<file path="src/rtl/prog_freq_divider.sv">
// Multi-channel programmable clock divider. Each channel counts to its divisor and emits a tick.
// The output is either a 50% duty toggle clock or a copy of the tick.
module prog_freq_divider #(
   parameter int unsigned          NCH     = 3,
   parameter int unsigned          CNT_W   = 27,
   parameter logic [NCH*CNT_W-1:0] DIV_RST = {27'd500000, 27'd50000, 27'd50000000}
) (
   input  logic                 clk,
   input  logic                 rst_n,
   input  logic [NCH-1:0]       i_en,
   input  logic [NCH-1:0]       i_mode,
   input  logic [NCH*CNT_W-1:0] i_div_val,
   input  logic [NCH-1:0]       i_load,
   input  logic                 i_sync_clr,
   output logic [NCH-1:0]       o_clk_out,
   output logic [NCH-1:0]       o_tick,
   output logic [NCH-1:0]       o_busy
);

   for (genvar g = 0; g < NCH; g++) begin : g_ch
      logic [CNT_W-1:0] r_cnt;
      logic [CNT_W-1:0] r_act;
      logic [CNT_W-1:0] r_pend;
      logic             r_pend_vld;
      logic             r_tick;
      logic             r_clk_out;
      logic             r_mode;
      logic [CNT_W-1:0] w_div;
      logic [CNT_W-1:0] w_last;
      logic             w_tc;
      logic             w_load_now;
      logic             w_apply;

      always_comb begin
         w_div      = i_div_val[g*CNT_W +: CNT_W];
         // Effective divisor is max(act,1), so the last count is act-1, or 0 when act is 0
         w_last     = (r_act == '0) ? '0 : r_act - CNT_W'(1);
         // >= keeps a counter held above a freshly shrunk divisor from running to wrap
         w_tc       = i_en[g] & (r_cnt >= w_last);
         w_load_now = i_load[g] & (w_tc | i_sync_clr);
         w_apply    = r_pend_vld & (w_tc | i_sync_clr | ~i_en[g]);
      end

      always_ff @(posedge clk or negedge rst_n) begin
         if (!rst_n) begin
            r_act      <= DIV_RST[g*CNT_W +: CNT_W];
            r_pend     <= DIV_RST[g*CNT_W +: CNT_W];
            r_pend_vld <= 1'b0;
         end else if (w_load_now) begin
            r_act      <= w_div;
            r_pend     <= w_div;
            r_pend_vld <= 1'b0;
         end else begin
            if (w_apply) begin
               r_act      <= r_pend;
               r_pend_vld <= 1'b0;
            end
            if (i_load[g]) begin
               r_pend     <= w_div;
               r_pend_vld <= 1'b1;
            end
         end
      end

      always_ff @(posedge clk or negedge rst_n) begin
         if (!rst_n) begin
            r_cnt     <= '0;
            r_tick    <= 1'b0;
            r_clk_out <= 1'b0;
            r_mode    <= 1'b0;
         end else begin
            r_mode <= i_mode[g];
            if (i_sync_clr) begin
               r_cnt     <= '0;
               r_tick    <= 1'b0;
               r_clk_out <= 1'b0;
            end else begin
               r_tick <= w_tc;
               if (i_en[g]) begin
                  r_cnt <= w_tc ? '0 : r_cnt + CNT_W'(1);
               end
               // Pulse mode follows the tick; the first toggle cycle after pulse starts from 0
               if (i_mode[g] || r_mode) begin
                  r_clk_out <= w_tc;
               end else begin
                  r_clk_out <= r_clk_out ^ w_tc;
               end
            end
         end
      end

      assign o_tick[g]    = r_tick;
      assign o_clk_out[g] = r_clk_out;
      assign o_busy[g]    = r_pend_vld;
   end

endmodule
</file>
<file path="config.mk">
export PLATFORM = sky130hd
export DESIGN_NAME = prog_freq_divider
export DESIGN_NICKNAME = d
export VERILOG_FILES = /design/src/rtl/prog_freq_divider.sv
export SDC_FILE = /design/constraint.sdc
export NUM_CORES = 1
export LEC_CHECK = 0
export BUFFER_PORTS_ARGS = -buffer_cell sky130_fd_sc_hd__buf_2
export CORE_MARGIN = 3
export CORE_UTILIZATION = 60
export DETAILED_ROUTE_END_ITERATION = 6
export GPL_ROUTABILITY_DRIVEN = 1
export HOLD_SLACK_MARGIN = 0.1
export PLACE_DENSITY = 0.78
export RECOVER_POWER = 25
export REMOVE_ABC_BUFFERS = 1
export SETUP_SLACK_MARGIN = 0.2
export SLEW_MARGIN = 20
export SYNTH_ARGS = -nofsm -noshare
export SYNTH_HDL_FRONTEND = slang
export SYNTH_SLANG_ARGS = --single-unit
</file>
<file path="constraint.sdc">
create_clock -name clk -period 5.9 [get_ports clk]
set_input_delay 0.295 -clock clk [delete_from_list [all_inputs] [get_ports clk]]
set_output_delay 0.295 -clock clk [all_outputs]
set_load 0.02 [all_outputs]
</file>
# [After elaboration in Yosys (flattened, before gate mapping)]
# Cells that the tools add are included.
[op_classes] add_sub_neg=6 n_mul=0 n_div=0 magnitude_cmp=3 n_eq_ne=0 shifts=0 n_mux=42 n_bitwise=21 reduce_logical=18
[op_table] operator="$mux 27" count=24
[op_table] operator="$add 27x1->27 const B" count=3
[op_table] operator="$ge 27x27->1" count=3
[op_table] operator="$logic_not 27->1" count=3
[op_table] operator="$sub 27x1->27 const B" count=3
[op_table] operator="$mux 1" count=18
[op_table] operator="$reduce_bool 2->1" count=9
[op_table] operator="$and 1x1->1" count=9
[op_table] operator="$reduce_bool 3->1" count=3
[op_table] operator="$or 1x1->1" count=6
[op_table] operator="$logic_or 1x1->1" count=3
[op_table] operator="$not 1->1" count=3
[op_table] operator="$xor 1x1->1" count=3
[word_totals] register_bits=255 latch_bits=0 ram_bits=0 mem_bits_ro=0 inputBits=93 out_inout_bits=9 wordCells=111 n_memories=0

# [Depth between registers and ports, before layout]
[logic_depth] depth_word=10 depth_mapped=22 mapped_depth_nobuf=17

# [Least setup slack after synthesis]
# Ideal clock, no wire load.
[synth_timing] kind="register to register" start="register g_ch[1].r_act[0]" end="register g_ch[1].r_act[25]" t_arrival_ns=4.640 required_ns=5.775 path_slack_ns=1.135 stages_incl_launch_ff=21 n_path_buf=3 cell_sequence="dfrtp_1 -> inv_1 -> ha_1 -> or3b_2 -> or3_1 -> clkbuf_1 -> nor4_1 -> nand2_1 -> nor3_2 -> nand2_1 -> clkbuf_1 -> nand2_1 -> ha_1 -> a21oi_1 -> o21ai_1 -> a2111oi_4 -> a2111oi_4 -> o41a_2 -> o21ai_4 -> buf_6 -> mux2_4"
[synth_via] elab_chain_cells=8 word_cells_on_any_way=11 classes_between="add/sub (1); order compare (1); mux (2); bitwise (5); reduce/logical (2)"
[synth_rtl] element="start: declaration" line="22" rtl="logic [CNT_W-1:0] r_act;"
[synth_rtl] element="start signal: assignment" line="46" rtl="r_act <= DIV_RST[g*CNT_W +: CNT_W];"
[synth_rtl] element="start signal: assignment" line="50" rtl="r_act <= w_div;"
[synth_rtl] element="start signal: assignment" line="55" rtl="r_act <= r_pend;"
[synth_rtl] element="$sub 27x1->27 or $logic_not 27->1 (tied branches)" line="37" rtl="w_last = (r_act == '0) ? '0 : r_act - CNT_W'(1);"
[synth_rtl] element="$mux 27 *" line="37"
[synth_rtl] element="$ge 27x27->1 *" line="39" rtl="w_tc = i_en[g] & (r_cnt >= w_last);"
[synth_rtl] element="$and 1x1->1 *" line="39"
[synth_rtl] element="$or 1x1->1 *" line="40, 41"
[synth_rtl] element="$or 1x1->1" line="41" rtl="w_apply = r_pend_vld & (w_tc | i_sync_clr | ~i_en[g]);"
[synth_rtl] element="$and 1x1->1" line="41"
[synth_rtl] element="$reduce_bool 2->1 (no line)"
# Every way passes the cells marked *; elsewhere a longest branch is shown, timed or not.
# A chain may end at the register's enable or synchronous reset.

# [Worst setup path in the final report]
[layout_timing] start="register g_ch[1].r_act[0]" end="register g_ch[1].r_act[3]"
# Same word-level chain as after synthesis.

==> results.md <==
- Sink Count: 255
- Fin area: 18100 um^2
- Syn-to-layout area delta: 16.9%
- Routed len/inst: 19.0 um
- Status: complete, but fails checks
- Comb pwr share: 17.5%
- Grt ovf: 0
- Clk_lat worst skew: 0.56 ns
- Post-synthesis async set-or-reset flop share: 100%
- Switching share of power: 27.7%
- Setup bufs post-CTS: 0
- Maximum clock rate: 185 MHz
- Period utilisation layout: 91.8%
- Switch Pwr: 1340 uW
- Cells after Synth: 1570
- Setup violations, final: 0
- GRT Total Usage: 28.0%
- Area after DPL: 16200 um^2
- Min cycle time layout: 5.41 ns
- Row cnt: 58
- Clk slew on worst S/H paths: 0.07 ns
- Drt drc: 0
- CTS root buf: clkbuf_16
- Distinct cells, synth: 76
- Reg-to-Reg Start: g_ch[1].r_act[0]$_DFFE_PN0P_
- Yosys top cell area share: 33.2%
- Min-delay src: i_en[0]
- Seq/Total Area, Yosys: 41.7%
- Global-route wire length before repair: 66.1 mm
- Yosys reg bits: 255
- CP Launch Type: flop
- Gp weighted congestion: 0.929
- Post-layout util: 71.6%
- Antenna diodes: 0
- YS warnings: 0
- Layout cell share with drive strength beyond 1: 21.9%
- Crit path launch: g_ch[1].r_act[0]$_DFFE_PN0P_
- Setup WS pre-CTS: 0.488 ns
- Htree depth: 1
- Die Height: 167 um
- CTS tree: yes
- VDD IR max: 0.248 mV
- Slew HR: -217%
- Routed Antenna Nets: 0
- # Max-Cap Violations: 4
- Mapped Area: 15500 um^2
- DIE WIDTH: 167 um
- Via Count: 13.1k
- Top Ports: 102
- Initial antenna violation count: 0
- TritonRoute pass-1 iters: 5
- Largest net degree at the start of global routing: 170
- Synth top cells by count: 205 x dfrtp_1, 166 x nand2_1, 96 x mux2_2, 90 x o21ai_0, 87 x ha_1
- Clock power share: 38.5%
- Num CTS Buffers: 28
- Slew @ Worst Pin: 4.75 ns
- Final WS setup: 0.485 ns
- CP Data Required Time: 6.40 ns
- CTS Buffer Depth: 3
- DRT Wirelength: 39.5 mm
- Flop pwr share: 44.0%
- Internal power: 3500 uW
- # port buffers: 101
- Core ar.: 25300 um^2
- WP data arrival: 5.92 ns
- # nets final: 1910
- Synth top area cells: dfrtp_1 33%, dfstp_2 8.5%, ha_1 7.0%
- Worst hold slack: 0.242 ns
- DRT iter0 DRCs: 1132
- Synth Flop Type: dfrtp_1
- Count leader, synth: dfrtp_1
- Vias in the first global route: 13.3k
- Vias per cell: 6.27
- Fin Clk Skew: 0.0237 ns
- Dominant cell type by area after synthesis: dfrtp_1
- DIE AREA: 27700 um^2
- Largest fanout on the critical path: 22
- Number of synthesized flops with an enable pin: 0
- Worst min path class: in -> reg
- Mapped Avg Cell Area: 9.85 um^2
- Violated checks: capacitance limit, slew limit
- Hpwl dp: 25.7 mm
- Critical Path End Type: flop
- Filler instances: 1832
- Final Hold Viols: 0
- Critical path class: reg -> reg
- Max-slew violation count: 182
- Initial Util: 61.3%
- P_leak: 0.00796 uW
- PwrDens: 268 nW/um^2
- RSZ-0062 raised after global routing: no
## power by group through the flow
stage,Combinational (uW),Sequential (uW),Clock (uW)
finish,847,2130,1860
global route,947,2150,1970
CTS,841,2120,1880
detailed placement,789,2150,0
global placement,751,2140,0
floorplan,552,2100,0
## what timing repair did
item | 4_1_cts | 5_1_grt
gates resized for setup | 0 | 1
setup endpoints to repair | 0 | 23
endpoints found under the hold margin | 236 | 0
hold buffers | 86 | 0
## final timing paths
check | to | slack [ns] | depth (start not counted)
min reg2reg | g_ch[2].r_pend[19]$_DFFE_PN0P_ | 0.51 | 1
max | g_ch[1].r_act[3]$_DFFE_PN0P_ | 0.49 | 18
min | g_ch[0].r_tick$_DFF_PN0_ | 0.24 | 3
min in group asynchronous | g_ch[1].r_pend[23]$_DFFE_PN0P_ | 1.99 | 2
max reg2reg | g_ch[1].r_act[3]$_DFFE_PN0P_ | 0.49 | 18
max in group asynchronous | g_ch[0].r_pend[3]$_DFFE_PN0P_ | 1.19 | 2
## stage by stage
stage,total power (uW),std cells,TNS (ns)
detailed placement,2940,1944,0
global route,5070,2082,0
finish,4840,2082,0
floorplan,2650,1487,-10.06
global placement,2890,1944,0
CTS,4850,2082,0
## cell families after synthesis
logic type / Yosys count / share of synthesized area, %
multiplexers: 116 / 8.32
AND/OR/NAND/NOR: 544 / 17.9
XOR/XNOR: 67 / 3.79
AO/OA/AOI/OAI: 376 / 17.8
adder cells (fa/ha/maj): 87 / 7.04
buffers and inverters: 125 / 3.50
flip-flops: 255 / 41.7
## layout make-up
cell class / count / area, um^2 / area share, %
clock buffers: 41 / 800 / 4.42
clock inverters: 11 / 189 / 1.05
inverters: 42 / 158 / 0.872
multi-input cells: 1190 / 8510 / 47.1
flip-flops and latches: 255 / 6440 / 35.6
well taps: 330 / 413 / 2.28
repair buffers: 213 / 1570 / 8.66
## layer usage
layer | vias up | track usage (%) | routed length, um
met4 | 0 | 7.68 | 957
met2 | 424 | 48.8 | 20000
li1 | 6147 | - | -
met5 | - | 0 | 0
met3 | 80 | 3.73 | 2060
met1 | 6403 | 37.0 | 16500
## cell usage in the layout, fill, tap and decap left out, drive strengths merged, types with 22 or more instances in the layout
master,instances
dfrtp,205
dfstp,50
a21oi,62
xor2,40
a31oi,42
nand2b,45
nor4,22
ha,87
nand3,54
dlygate4sd3,86
o21ai,95
o221a,39
nor3,45
nor2,79
clkbuf,48
buf,120
nand4,25
inv,42
or3,43
nand2,166
xnor2,27
mux2,97
## sequential cells by signal, indices dropped and copies added, names as in the netlist
name / flops
g_ch.r_clk_out: 3
g_ch.r_act: 81
g_ch.r_pend: 81
g_ch.r_pend_vld: 3
g_ch.r_tick: 3
g_ch.r_mode: 3
g_ch.r_cnt: 81
## worst max-delay path, stage by stage (launching register included)
cell and delay (ns):
dfrtp_1 0.41, inv_1 0.08, ha_1 0.20, or3b_2 0.48, or3_1 0.45, nor4_1 0.21
nand2_1 0.13, nor3_2 0.28, nand2_2 0.33, nand2_1 0.17, ha_1 0.27, a21oi_1 0.16
o21ai_1 0.14, a2111oi_4 0.36, a2111oi_4 0.17, o41a_2 0.58, o21ai_4 0.40, buf_4 0.30
o221a_2 0.24
No activity file was read; power rests on OpenSTA's default activity.
